## src/rtl/cmd_queue_mgr.sv

```systemverilog
// cmd_queue_mgr: queued station-route command manager for the follower robot.
// Optional piezo buzzer built when CMD_QUEUE_BUZZER_EN is defined.
module cmd_queue_mgr #(
  parameter int ID_W      = 6,
  parameter int DEPTH     = 4,
  parameter int BUZZ_HALF = 12500
) (
  input  logic                       clk,
  input  logic                       rst,
  input  logic [ID_W+1:0]            cmd,
  input  logic                       cmd_rdy,
  input  logic [ID_W-1:0]            ID,
  input  logic                       ID_vld,
  input  logic                       OK2Move,
  output logic                       clr_cmd_rdy,
  output logic                       clr_ID_vld,
  output logic                       go,
  output logic                       in_transit,
  output logic                       arrived,
  output logic [$clog2(DEPTH+1)-1:0] q_count,
  output logic                       q_full,
  output logic                       buzz,
  output logic                       buzz_n
);

  localparam int PW = $clog2(DEPTH);
  localparam int CW = $clog2(DEPTH+1);

  typedef enum logic [1:0] {
    S_IDLE,
    S_TRANSIT,
    S_MATCH
  } state_t;

  state_t state, state_nxt;

  logic [ID_W-1:0] mem [DEPTH];
  logic [PW-1:0]   rd_ptr, wr_ptr;
  logic [ID_W-1:0] cap_id;
  logic [ID_W-1:0] head;
  logic [1:0]      opc;
  logic [ID_W-1:0] dest;
  logic            q_empty;
  logic            cmd_take, id_take;
  logic            do_flush, do_push, do_pop;
  logic            do_cap, do_arr;

  assign opc     = cmd[ID_W+1:ID_W];
  assign dest    = cmd[ID_W-1:0];
  assign head    = mem[rd_ptr];
  assign q_empty = (q_count == '0);
  assign q_full  = (q_count == CW'(DEPTH));
  assign go      = OK2Move & in_transit;

  // Requests seen during their own clear pulse are stale; commands beat IDs.
  assign cmd_take = cmd_rdy & ~clr_cmd_rdy & (state != S_MATCH);
  assign id_take  = ID_vld & ~clr_ID_vld & ~cmd_take & (state != S_MATCH);

  // State register
  always_ff @(posedge clk or posedge rst) begin
    if (rst) state <= S_IDLE;
    else     state <= state_nxt;
  end

  // Next-state and queue-operation decode
  always_comb begin
    state_nxt = state;
    do_flush  = 1'b0;
    do_push   = 1'b0;
    do_pop    = 1'b0;
    do_cap    = 1'b0;
    do_arr    = 1'b0;
    case (state)
      S_IDLE, S_TRANSIT: begin
        if (cmd_take) begin
          case (opc)
            2'b00: begin
              do_flush  = 1'b1;
              state_nxt = S_IDLE;
            end
            2'b01: begin
              do_flush  = 1'b1;
              do_push   = 1'b1;
              state_nxt = S_TRANSIT;
            end
            2'b10: begin
              if (!q_full) begin
                do_push   = 1'b1;
                state_nxt = S_TRANSIT;
              end
            end
            default: begin
              if (!q_empty) begin
                do_pop = 1'b1;
                if (q_count == CW'(1)) state_nxt = S_IDLE;
              end
            end
          endcase
        end else if (id_take && state == S_TRANSIT) begin
          do_cap    = 1'b1;
          state_nxt = S_MATCH;
        end
      end
      S_MATCH: begin
        state_nxt = S_TRANSIT;
        if (!q_empty && cap_id == head) begin
          do_pop = 1'b1;
          do_arr = 1'b1;
          if (q_count == CW'(1)) state_nxt = S_IDLE;
        end
      end
      default: state_nxt = S_IDLE;
    endcase
  end

  // FIFO storage; a GOTO rewrites slot 0 after the flush
  always_ff @(posedge clk) begin
    if (do_push) mem[do_flush ? '0 : wr_ptr] <= dest;
  end

  // FIFO pointers and occupancy count
  always_ff @(posedge clk or posedge rst) begin
    if (rst) begin
      rd_ptr  <= '0;
      wr_ptr  <= '0;
      q_count <= '0;
    end else if (do_flush) begin
      rd_ptr  <= '0;
      wr_ptr  <= do_push ? PW'(1) : '0;
      q_count <= do_push ? CW'(1) : '0;
    end else begin
      if (do_push) wr_ptr <= wr_ptr + PW'(1);
      if (do_pop)  rd_ptr <= rd_ptr + PW'(1);
      if (do_push && !do_pop)      q_count <= q_count + CW'(1);
      else if (do_pop && !do_push) q_count <= q_count - CW'(1);
    end
  end

  // Registered handshake pulses, arrival pulse and transit flag
  always_ff @(posedge clk or posedge rst) begin
    if (rst) begin
      clr_cmd_rdy <= 1'b0;
      clr_ID_vld  <= 1'b0;
      arrived     <= 1'b0;
      in_transit  <= 1'b0;
      cap_id      <= '0;
    end else begin
      clr_cmd_rdy <= cmd_take;
      clr_ID_vld  <= id_take;
      arrived     <= do_arr;
      in_transit  <= (state_nxt != S_IDLE);
      if (do_cap) cap_id <= ID;
    end
  end

`ifdef CMD_QUEUE_BUZZER_EN
  localparam int BW = $clog2(BUZZ_HALF+1);

  logic [BW-1:0] buzz_cnt;
  logic          buzz_q;
  logic          buzz_act;

  assign buzz_act = in_transit & ~OK2Move;
  assign buzz     = buzz_act & buzz_q;
  assign buzz_n   = buzz_act & ~buzz_q;

  // Half-period counter toggles the piezo while blocked in transit
  always_ff @(posedge clk or posedge rst) begin
    if (rst) begin
      buzz_cnt <= '0;
      buzz_q   <= 1'b0;
    end else if (!buzz_act) begin
      buzz_cnt <= '0;
      buzz_q   <= 1'b0;
    end else if (buzz_cnt == BW'(BUZZ_HALF-1)) begin
      buzz_cnt <= '0;
      buzz_q   <= ~buzz_q;
    end else begin
      buzz_cnt <= buzz_cnt + BW'(1);
    end
  end
`else
  assign buzz   = 1'b0;
  assign buzz_n = 1'b0;
`endif

endmodule

```

## config.mk

```make
export PLATFORM = sky130hd
export DESIGN_NAME = cmd_queue_mgr
export DESIGN_NICKNAME = d
export VERILOG_FILES = /design/src/rtl/cmd_queue_mgr.sv
export SDC_FILE = /design/constraint.sdc
export NUM_CORES = 1
export LEC_CHECK = 0
export ABC_AREA = 1
export CORE_ASPECT_RATIO = 0.5
export CORE_UTILIZATION = 53
export CTS_CLUSTER_SIZE = 10
export DETAILED_ROUTE_END_ITERATION = 16
export PLACE_DENSITY_LB_ADDON = 0.05
export SKIP_LAST_GASP = 1
export SYNTH_ARGS = -nofsm -noshare
export SYNTH_HDL_FRONTEND = slang
export SYNTH_SLANG_ARGS = --single-unit
```

## constraint.sdc

```tcl
create_clock -name clk -period 2.2 [get_ports clk]
set_input_delay 0.33 -clock clk [delete_from_list [all_inputs] [get_ports clk]]
set_output_delay 0.33 -clock clk [all_outputs]
set_load 0.02 [all_outputs]
```

==> metrics <==
switch share=39.5%; Core ar.=3620 µm²; Required @ worst endpoint=1.87 ns; VDD IR-drop max=0.000582 V; fraction of layout cells with a size suffix above 1=10.7%; H-tree Lvls=2; Root Driver=clkbuf_8; drt first pass iters=4; gr ovfl total=0; most frequent cells after synthesis=nand2_1, inv_1, edfxtp_1; # placed instances=315; NumNets Final=298; Post-synth EDFFs=24; drt wl/cell=12.8 µm; Longest Clk Path Bufs=2; CP Capture Type=primary output; Hold Fails Final Rpt=0; logic gate share of total power=42.8%; fin util=71.6%; Row Count=15; Synth Register Bits=43; Overall Global Routing Usage=22.5%; CP most frequent cell=inv_1; Main synth FF type=edfxtp_1; actual slew at the worst max-slew pin=0.705 ns; synthesized area per cell=9.13 µm²; first-pass GRT wire length=6830 µm; worst path buffer plus inverter count=3; total wire length=4120 µm; n_diodes=0; RSZ-0062 raised after global routing=false; Seq/Total Area, Yosys=56.7%; critical path cell sequence=inv_1 > ha_1 > nand2_1 > inv_1 > clkdlybuf4s50_1; slack of the critical path=0.0903 ns; TritonCTS Sinks=43; I/O Buffers=27; Yosys cell types=28; placed instance area=2500 µm²; Tmin final=2.11 ns; clock skew=0.00347 ns; Placer Congestion=0.844; vias in the first global route=1472; Place WS=-0.131 ns; switching pwr=0.00111 W; cell-internal power=0.00171 W; Starting Density=58.2%; clk_lat worst skew=0.30 ns; Power Total=0.00282 W; largest net degree at the start of global routing=20; Die Width=91.2 µm; PwrDens=1090 nW/µm²; DR vias/cell=5.02; Top Family by Delay on Critical Path=buffers and inverters; CP max stage cell=clkdlybuf4s50_1; sequential power share=40.1%; Area Overhead vs Synth=22.9%; area leader, netlist=edfxtp_1; Boundary Pins=30; clock-pin slew on the worst setup and hold paths=0.08 ns; Slew headroom=52.9%; Clk pwr share=17.1%; outcome=finished clean; Vias=1622; Critical Path Fanout Max=4; Fillers=291; Max Slew Vio Count=0; most frequent cell after synthesis=nand2_1; DRC=0; ANT nets after route=0; Layout Cells excl Fill=323; Die ar.=4250 µm²; CP Class=flip-flop to primary output; Die Y=46.6 µm; max frequency=0.474 GHz; HPWL Detailed=3160 µm; Worst Setup Start Kind=flip-flop; synthesized cell area=2110 µm²; Yosys warnings=0; slowest stage delay, CP=0.59 ns; Cells after Synth=231; Final setup violation count=0; number of buffers created by CTS=5; crit share post-route=95.9%; Async S/R FF share, synth=44.2%; initial antenna violation count=0; CP arrival=1.78 ns; Post-CTS Setup Inserts=0; DR iter-0 viols=105; Worst Hold Class=input port to async pin; leak pwr=1.21 nW; post-synth top area share=34.2%; Final Instance Area=2590 µm²; TritonCTS clock tree=built; Synth area leaders=edfxtp_1, dfrtp_1, nand2_1; Max-cap violations=0
-- cell families (layout without fill, tap and decap cells) --
group,Yosys count,after routing,share of synthesized area [%]
simple gates,122,122,25.3
flops,43,43,56.7
compound gates,17,17,4.63
fa+ha+maj,8,8,4.75
buf+inv,38,78,7.65
other cells,1,2,0.178
xor+xnor,2,2,0.831
-- through the flow --
| step | hold slack, ns | TNS (ns) |
|---|---|---|
| 3_3_place_gp | 0.499 | -0.156 |
| 4_1_cts | 0.468 | 0 |
| 6_report | 0.441 | 0 |
| 2_1_floorplan | 0.281 | 0 |
| 5_1_grt | 0.533 | 0 |
| 3_5_place_dp | 0.492 | -1.89 |
-- layout make-up --
type	count	area [µm²]	area share [%]
Inverter	33	126	4.87
Clock buffer	6	72.6	2.80
Multi-Input combinational cell	151	763	29.4
Clock inverter	2	12.5	0.483
Timing Repair Buffer	37	358	13.8
Sequential cell	43	1200	46.1
Tap cell	51	63.8	2.46
-- state kept, by name, indices dropped and copies added (netlist names) --
| signal | count |
|---|---|
| arrived | 1 |
| cap_id | 6 |
| clr_ID_vld | 1 |
| clr_cmd_rdy | 1 |
| in_transit | 1 |
| mem | 24 |
| q_count | 3 |
| rd_ptr | 2 |
| state | 2 |
| wr_ptr | 2 |
-- routing by layer --
metal,global-route usage [%],vias up,wire (µm),part of all wire (%)
li1,-,817,-,-
met1,30.2,748,2050,50
met2,37.6,53,1770,43
met3,5.78,4,275,6.7
met4,6.03,0,20,0.49
met5,0,-,0,0
-- power groups by stage --
stage	logic [W]	clock network [W]	registers [W]
floorplan	0.000782	0	0.00118
global placement	0.00116	0	0.00114
detailed placement	0.00119	0	0.00114
CTS	0.00119	0.000492	0.00113
global route	0.00135	0.000519	0.00116
finish	0.00121	0.000484	0.00113
-- cell usage in the layout (no fill, tap or decap) --
master / synthesis / routed
a31oi_1: 1 / 1
nand3_4: 0 / 1
clkbuf_1: 1 / 1
nor2_4: 1 / 1
nand3_1: 19 / 19
nand4_1: 4 / 4
conb_1: 1 / 2
nor3_1: 2 / 2
inv_4: 0 / 1
o21ai_0: 8 / 8
nand2_1: 77 / 77
clkinvlp_4: 0 / 1
nor2_1: 11 / 11
clkinv_2: 0 / 1
o311ai_0: 1 / 1
nand2_2: 1 / 1
a21oi_2: 1 / 1
clkbuf_8: 0 / 5
buf_12: 0 / 1
buf_4: 3 / 9
a21oi_1: 2 / 2
nor3b_1: 1 / 1
edfxtp_1: 24 / 24
ha_1: 8 / 8
inv_1: 29 / 28
nand3_2: 2 / 1
clkdlybuf4s50_1: 0 / 27
a32oi_1: 1 / 1
nand3b_1: 2 / 2
xnor2_1: 2 / 2
dfrtp_1: 19 / 19
nor2_2: 2 / 2
inv_2: 4 / 4
o21ai_1: 3 / 3
-- timing repair --
action | 4_1_cts | 5_1_grt
gates resized for setup | 0 | 3
endpoints found under the setup margin | 0 | 15
hold buffers | 0 | 0
-- worst paths after layout --
kind                                 start        end  slack [ns]  depth (start not counted)
worst min-delay path                   rst  wr_ptr[1]        0.44                          2
max in group asynchronous              rst  cap_id[1]        1.31                          2
worst max-delay path            q_count[1]     q_full        0.09                          5
worst max register to register  q_count[1]  mem[1][1]        0.18                         10
worst min register to register   wr_ptr[0]  wr_ptr[1]        0.51                          1
min in group clk                 wr_ptr[0]  wr_ptr[1]        0.51                          1
(Power assumes the default switching activity.)
